--- src/rtl/mul_pipe.sv ---
// mul_pipe: pipelined radix-4 Booth / carry-save integer multiplier with valid/ready flow control,
// selectable product half and flush. Only the low 2*WIDTH product bits are ever formed.
module mul_pipe #(
    parameter int WIDTH  = 32,
    parameter int STAGES = 2,
    parameter int TAG_W  = 5
) (
    input  logic             mul_clk,
    input  logic             reset,
    input  logic             in_valid,
    output logic             in_ready,
    input  logic [1:0]       in_op,
    input  logic [WIDTH-1:0] in_x,
    input  logic [WIDTH-1:0] in_y,
    input  logic [TAG_W-1:0] in_tag,
    input  logic             flush,
    output logic             out_valid,
    input  logic             out_ready,
    output logic [WIDTH-1:0] out_result,
    output logic [TAG_W-1:0] out_tag
);
    localparam int N  = (WIDTH + 2) / 2;
    localparam int XW = WIDTH + 2;
    localparam int PW = 2 * WIDTH;

    logic adv, take, sx, sy;
    logic [XW-1:0] xe, ye;
    logic [XW:0] yb;
    logic [PW-1:0] xs, m, r, neg_row, s_c, c_c;
    logic [2:0] g;
    logic neg;

    assign adv      = ~out_valid | out_ready;
    assign in_ready = adv;
    assign take     = in_valid & adv & ~flush;

    assign sx = in_op[0];
    assign sy = in_op == 2'b01;
    assign xe = {{2{sx & in_x[WIDTH-1]}}, in_x};
    assign ye = {{2{sy & in_y[WIDTH-1]}}, in_y};
    assign yb = {ye, 1'b0};
    assign xs = {{(PW-XW){xe[XW-1]}}, xe};

    // Booth digits select 0/+-x/+-2x; negation is one's complement plus a bit in neg_row
    always_comb begin
        s_c     = '0;
        c_c     = '0;
        neg_row = '0;
        g       = '0;
        neg     = 1'b0;
        m       = '0;
        r       = '0;
        for (int i = 0; i < N; i++) begin
            g   = yb[2*i +: 3];
            neg = g[2] & ~(g[1] & g[0]);
            m   = (g[1] ^ g[0]) ? xs : (g == 3'b011 || g == 3'b100) ? (xs << 1) : '0;
            r   = (neg ? ~m : m) << (2 * i);
            neg_row[2*i] = neg;
            {s_c, c_c} = {s_c ^ c_c ^ r, ((s_c & c_c) | (s_c & r) | (c_c & r)) << 1};
        end
        {s_c, c_c} = {s_c ^ c_c ^ neg_row, ((s_c & c_c) | (s_c & neg_row) | (c_c & neg_row)) << 1};
    end

    logic [PW-1:0] fs, fc, prod;
    logic [1:0] fop;
    logic [TAG_W-1:0] ftag;
    logic fv;

    generate
        if (STAGES == 1) begin : g_direct
            assign fs   = s_c;
            assign fc   = c_c;
            assign fop  = in_op;
            assign ftag = in_tag;
            assign fv   = take;
        end else begin : g_rows
            logic [PW-1:0] s_q [STAGES-1];
            logic [PW-1:0] c_q [STAGES-1];
            logic [1:0] op_q [STAGES-1];
            logic [TAG_W-1:0] tag_q [STAGES-1];
            logic [STAGES-2:0] v_q;
            always_ff @(posedge mul_clk or posedge reset) begin
                if (reset) v_q <= '0;
                else if (flush) v_q <= '0;
                else if (adv) begin
                    for (int i = STAGES - 2; i > 0; i--) v_q[i] <= v_q[i-1];
                    v_q[0] <= take;
                end
            end
            always_ff @(posedge mul_clk) begin
                if (adv) begin
                    for (int i = STAGES - 2; i > 0; i--) begin
                        s_q[i]   <= s_q[i-1];
                        c_q[i]   <= c_q[i-1];
                        op_q[i]  <= op_q[i-1];
                        tag_q[i] <= tag_q[i-1];
                    end
                    s_q[0]   <= s_c;
                    c_q[0]   <= c_c;
                    op_q[0]  <= in_op;
                    tag_q[0] <= in_tag;
                end
            end
            assign fs   = s_q[STAGES-2];
            assign fc   = c_q[STAGES-2];
            assign fop  = op_q[STAGES-2];
            assign ftag = tag_q[STAGES-2];
            assign fv   = v_q[STAGES-2];
        end
    endgenerate

    assign prod = fs + fc;

    always_ff @(posedge mul_clk or posedge reset) begin
        if (reset) begin
            out_valid  <= 1'b0;
            out_result <= '0;
            out_tag    <= '0;
        end else begin
            if (flush) out_valid <= 1'b0;
            else if (adv) out_valid <= fv;
            if (adv) begin
                out_result <= (fop == 2'b00) ? prod[WIDTH-1:0] : prod[PW-1:WIDTH];
                out_tag    <= ftag;
            end
        end
    end
endmodule
--- config.mk ---
export PLATFORM = sky130hd
export DESIGN_NAME = mul_pipe
export DESIGN_NICKNAME = d
export VERILOG_FILES = /design/src/rtl/mul_pipe.sv
export SDC_FILE = /design/constraint.sdc
export NUM_CORES = 2
export LEC_CHECK = 0
export BUFFER_PORTS_ARGS = -buffer_cell sky130_fd_sc_hd__buf_2
export CAP_MARGIN = 20
export CORE_MARGIN = 2
export CORE_UTILIZATION = 40
export CTS_BUF_LIST = sky130_fd_sc_hd__clkbuf_16
export DETAILED_ROUTE_END_ITERATION = 10
export HOLD_SLACK_MARGIN = 0.02
export PLACE_DENSITY_LB_ADDON = 0.2
export SYNTH_ARGS = -nofsm -noshare
export SYNTH_HDL_FRONTEND = slang
export SYNTH_SLANG_ARGS = --single-unit
--- constraint.sdc ---
create_clock -name mul_clk -period 6.55 [get_ports mul_clk]
set_input_delay 0 -clock mul_clk [delete_from_list [all_inputs] [get_ports mul_clk]]
set_output_delay 0 -clock mul_clk [all_outputs]
set_load 0.05 [all_outputs]
# After elaboration in Yosys (flattened, before gate mapping)
# Memories as Yosys holds them, arrays and structs flattened. A register that Yosys moved wholly into a read port is not among the register bits.
# Cells that the tools add are included.
# W data, S select, Z words.
[op_classes]
addsub = 1
eq_ne = 34
n_mux = 58
bitwise = 202
n_reduce_logical = 18
[ops]
columns = ["operator", "count"]
rows = [
  ["$and A63 B63 Y63", 47],
  ["$xor A64 B64 Y64", 32],
  ["$or A63 B63 Y63", 32],
  ["$mux W64", 3],
  ["$mux W62", 3],
  ["$mux W60", 3],
  ["$mux W58", 3],
  ["$mux W56", 3],
  ["$mux W54", 3],
  ["$mux W52", 3],
  ["$mux W50", 3],
  ["$mux W48", 3],
  ["$mux W46", 3],
  ["$mux W44", 3],
  ["$mux W32", 4],
  ["$and A63 B33 Y63", 2],
  ["$mux W42", 3],
  ["$mux W40", 3],
  ["$mux W38", 3],
  ["$mux W36", 3],
  ["$mux W34", 3],
  ["$add A64 B64 Y64", 1],
  ["$not A64 Y64", 1],
  ["$xor A64 B33 Y64", 1],
  ["other kinds (28)", 145],
]
[word_totals]
register_bits = 34
mem_bits_rw = 134
inputBits = 76
memories = 4
[memory_table]
columns = ["memory", "words", "width", "read_ports", "rd_ports_with_merged_regs", "wr", "line", "rtl"]
rows = [
  ["g_rows.s_q", 1, 64, 1, 0, 1, "77", "logic [PW-1:0] s_q [STAGES-1];"],
  ["g_rows.c_q", 1, 63, 1, 0, 1, "78", "logic [PW-1:0] c_q [STAGES-1];"],
  ["g_rows.tag_q", 1, 5, 1, 1, 1, "80", "logic [TAG_W-1:0] tag_q [STAGES-1];"],
  ["g_rows.op_q", 1, 2, 1, 0, 1, "79", "logic [1:0] op_q [STAGES-1];"],
]

# Depth between registers and ports, before layout
[logic_depth]
word_depth = 55
mapped_depth = 32

# Least setup slack after synthesis
# No wires, ideal clock.
[synth_timing]
path_type = "input-to-reg"
startpoint = "input in_y[1]"
endpoint = "memory g_rows.s_q[0][63] (netlist bit) (data pin)"
arrival_ns = 10.088
t_required_ns = 6.290
path_slack_ns = -3.798
cell_stages = 29
n_path_buf = 3
path_cell_list = "buf_1 -> buf_1 -> inv_1 -> ha_1 -> clkbuf_1 -> o21ai_0 -> a21o_1 -> ha_1 -> maj3_1 -> inv_1 -> fa_1 -> fa_1 -> fa_1 -> fa_1 -> fa_1 -> fa_1 -> fa_1 -> fa_1 -> fa_1 -> fa_1 -> fa_1 -> fa_1 -> inv_1 -> fa_1 -> fa_1 -> xor2_1 -> xnor2_1 -> xnor2_1 -> xnor2_1"
[synth_via]
elab_chain_cells = 54
[synth_lines]
columns = ["element", "line", "rtl"]
rows = [
  ["start, declared", "14", "input logic [WIDTH-1:0] in_y,"],
  ["$eq A3 B2 Y1 or $eq A3 B3 Y1 (tied branches)", "56", "m = (g[1] ^ g[0]) ? xs : (g == 3'b011 || g == 3'b100) ? (xs << 1) : '0;"],
  ["$logic_or A1 B1 Y1", "56", ""],
  ["$mux W62 (2 in series)", "56", ""],
  ["$not A62 Y62", "57", "r = (neg ? ~m : m) << (2 * i);"],
  ["$mux W62", "57", ""],
  ["$xor A64 B64 Y64 or $and A63 B63 Y63 (tied branches)", "59", "{s_c, c_c} = {s_c ^ c_c ^ r, ((s_c & c_c) | (s_c & r) | (c_c & r)) << 1};"],
  ["$and A63 B63 Y63", "59", ""],
  ["$or A63 B63 Y63 (2 in series)", "59", ""],
  ["(+34 left out)", "--", ""],
  ["$or A63 B63 Y63 (2 in series)", "59", ""],
  ["$and A63 B63 Y63", "59", ""],
  ["$or A63 B63 Y63 (2 in series)", "59", ""],
  ["$and A63 B63 Y63", "59", ""],
  ["$or A63 B63 Y63 (2 in series)", "59", ""],
  ["$xor A64 B64 Y64 (*)", "61", "{s_c, c_c} = {s_c ^ c_c ^ neg_row, ((s_c & c_c) | (s_c & neg_row) | (c_c & neg_row)) << 1};"],
  ["$xor A64 B33 Y64 (*)", "61", ""],
  ["net s_c[63]", "29", "logic [PW-1:0] xs, m, r, neg_row, s_c, c_c;"],
  ["end, declared", "77", ""],
]
# The timed path passes the listed nets; every way through them passes the cells marked *.

# Worst setup path in the final report
[layout_timing]
startpoint = "input in_y[1]"
endpoint = "memory g_rows.s_q[0][61] (netlist bit) (data pin)"
# Same word-level chain as after synthesis.

==> run_results.csv <==
group,metric,value,unit
global_route,grt_antenna_before_repair,6,
route,firstDrtPassIters,6,
clocking,htree_num_levels,4,
floorplanning,die-height,295,µm
synth,synth_flop_cell,"edfxtp_1",
synth,yosys.area.top_type,"fa_1",
route,viasPerCell,5.50,
sta,skew,0.0210,ns
outcome,violations,"negative setup slack",
sta,fmax,0.113,GHz
sta,fin_crit_sh,136,%
synth,yosysTopAreaCellShare,30.3,%
clocking,numCtsBuffers,17,
setup_path,worst_path_max_delay_cell,"fa_2",
floorplanning,core,0.0837,mm²
sta,setup_viol,95,
global_route,grt_pass1_wl,143000,µm
floorplanning,die_x,295,µm
synth,seq_area_frac_synth,14.0,%
synth,synthesis.area,0.0338,mm²
sta,slew_headroom,33.9,%
synth,syn_avg_cell_area,9.77,µm²
placed_design,gp_congestion,0.932,
route,routed_wl,91700,µm
route,drc,0,
sta,rsz0062_at_grt,"true",
synth,synth-edff-count,125,
sta,worst-slew-pin-transition,0.991,ns
sta,period_needed,8.89,ns
synth,ys_ff_latch,164,
setup_path,cp_common_cell,"fa_2",
clocking,clock_latency,0.47,ns
sta,final.setup.tns,-180.21,ns
synth,synth.distinct_cells,70,
route,drt-wirelength-per-cell,19.6,µm
sta,final-hold-violation-count,0,
synth,async_flop_share,23.8,%
clocking,clk_path_buf_depth,2,
setup_path,critPathBufInv,6,
setup_path,crit_path_end_kind,"flip-flop",
global_route,grt_usage,20.5,%
layout,num_antenna_cells,0,
layout,syn_to_final_growth,17.6,%
layout,final_util,47.6,%
layout,drive_gt1_share,25.1,%
synth,yosysWarnings,0,
floorplanning,start_util,40.4,%
setup_path,crit_family,"adder cells",
synth,syn-num-nets,4337,
outcome,status,"finished, violations left",
placed_design,dp.cells,4617,
clocking,cts_root_buffer,"clkbuf_16",
setup_path,required,6.79,ns
global_route,grt_overflow,0,
clocking,cts_tree,"done",
setup_path,cp-start-kind,"input pin",
min_path,hold_class,"input pin to flip-flop",
clocking,clkSinkCount,164,
sta,finalMaxSlewViolations,0,
synth,synthTopCellsByArea,"fa_1 (30%), edfxtp_1 (11%), a22oi_1 (11%)",
placed_design,place_ws,-3.24,ns
placed_design,portBuffers,114,
synth,synth_cells,3463,
setup_path,worst-setup-path-type,"input pin to flip-flop",
floorplanning,fp-row-count,106,
global_route,grt_pass1_vias,26200,
route,drt_iter0_markers,1627,
floorplanning,die-area,0.0870,mm²
layout,instances_no_fill,4682,
setup_path,critical-path-max-stage-delay,0.63,ns
route,ant_nets,0,
sta,finalWorstSetupSlack,-2.34,ns
job,maxCapViolCount,0,
global_route,grt_max_degree,91,
placed_design,post-dp-hpwl,73000,µm
layout,num-nets-final,4409,
floorplanning,pin_count,115,
route,vias,25800,
setup_path,crit_arrival,9.12,ns
setup_path,crit_fanout,5,
clocking,clk_transition_reported_paths,0.08,ns
[per-stage QoR]
stage,area [µm²],hold WS [ns]
after floorplan,34000,0.0631
after global placement,36700,0.154
after detailed placement,36700,0.157
after CTS,38100,0.0435
after global routing,39800,0.0734
final,39800,0.0761
[worst paths after layout]
path,start,end,slack [ns],cells past startpoint
hold reg to reg,g_rows.tag_q[0][4],out_tag[4],0.45,2
max in group asynchronous,reset,out_result[14],5.97,4
min in group asynchronous,reset,out_tag[3],0.21,4
hold / removal,out_ready,out_tag[3],0.08,5
setup / recovery,in_y[1],g_rows.s_q[0][61],-2.34,27
setup reg to reg,g_rows.s_q[0][3],out_result[26],2.47,10
[final cells by class]
class / instances / area (µm²)
Inverter: 295 / 1120
Clock inverter: 13 / 159
Tap cell: 1134 / 1420
Fill cell: 7830 / 43900
Sequential cell: 164 / 4730
Timing Repair Buffer: 389 / 2990
Clock buffer: 19 / 475
Multi-Input combinational cell: 2668 / 28900
[cell usage in the layout, fill, tap and decap left out, types with 12 or more instances in the layout]
master,netlist,final
fa_1,512,318
a22oi_2,0,25
clkbuf_16,0,20
ha_1,286,154
o21bai_1,14,14
fa_2,0,194
xnor2_1,246,245
inv_2,5,73
a22oi_1,481,456
buf_6,0,23
nor2_2,0,14
a31oi_1,18,18
o22ai_1,12,12
a21o_1,17,17
and2_1,30,30
nand2_1,180,179
mux2i_1,18,16
inv_1,289,220
xor2_1,293,292
nand3_1,52,52
a21oi_1,121,120
ha_4,0,110
nand4_1,17,17
ha_2,0,22
nor2_1,93,70
buf_4,0,226
nand2b_1,17,15
buf_2,6,111
o211ai_1,15,15
o21ai_0,130,127
dfrtp_1,39,39
edfxtp_1,125,125
buf_12,0,14
[per-layer routing]
metal | vias to the layer above | routed length [µm] | part of all wire, % | global-route usage (%)
li1 | 12000 | - | - | -
met1 | 13200 | 39600 | 43 | 27.9
met2 | 496 | 47000 | 51 | 34.8
met3 | 78 | 3490 | 3.8 | 2.72
met4 | 12 | 1540 | 1.7 | 4.73
met5 | - | 69 | 0.075 | 0
[worst min-delay path, cell delays in order]
cell and delay, ns:
buf_2 0.09, nor2b_2 0.03, buf_4 0.24, nand2_1 0.11
nand2_1 0.04
[timing repair]
action | CTS | global route
buffers inserted | 8 | 15
gates cloned | 1 | 1
pin swaps | 30 | 83
endpoints found under the setup margin | 97 | 97
hold buffers | 10 | 0
hold endpoints to repair | 48 | 0
resized for setup | 166 | 304
[synthesized netlist by cell type (5+ instances only)]
cell type  number
xor2_1        293
nand3_1        52
ha_1          286
o211ai_1       15
a21o_1         17
nor2_1         93
fa_1          512
a211o_1         6
nor2b_1         9
buf_2           6
nand2b_1       17
clkbuf_1      277
nand4_1        17
a211oi_1        5
inv_2           5
mux2i_1        18
buf_1          39
and3_1          6
o22ai_1        12
or3_1           6
a31oi_1        18
dfrtp_1        39
edfxtp_1      125
clkbuf_2       14
a22oi_1       481
o21ai_0       130
nor3_1          5
o21bai_1       14
nand2_1       180
or2_2           6
a21oi_1       121
o31ai_1         8
and2_1         30
xnor2_1       246
o21a_1          5
inv_1         289
[flip-flops by register name, summed over array words and instances, names as in the netlist]
register,cells
g_rows.s_q,64
out_tag,5
fv,1
out_valid,1
g_rows.tag_q,5
out_result,32
g_rows.op_q,2
g_rows.c_q,54
[cell families after synthesis]
group / share of synthesized area, %
adder cells (fa/ha/maj): 40.9
other: 0.0111
multiplexers: 0.665
flip-flops: 14.0
AO/OA/AOI/OAI: 17.5
AND/OR/NAND/NOR: 5.92
XOR/XNOR: 13.9
buffers and inverters: 7.07
Power is not shown: default switching activity piles up to over one toggle a cycle in this logic, so the estimate is an artifact.
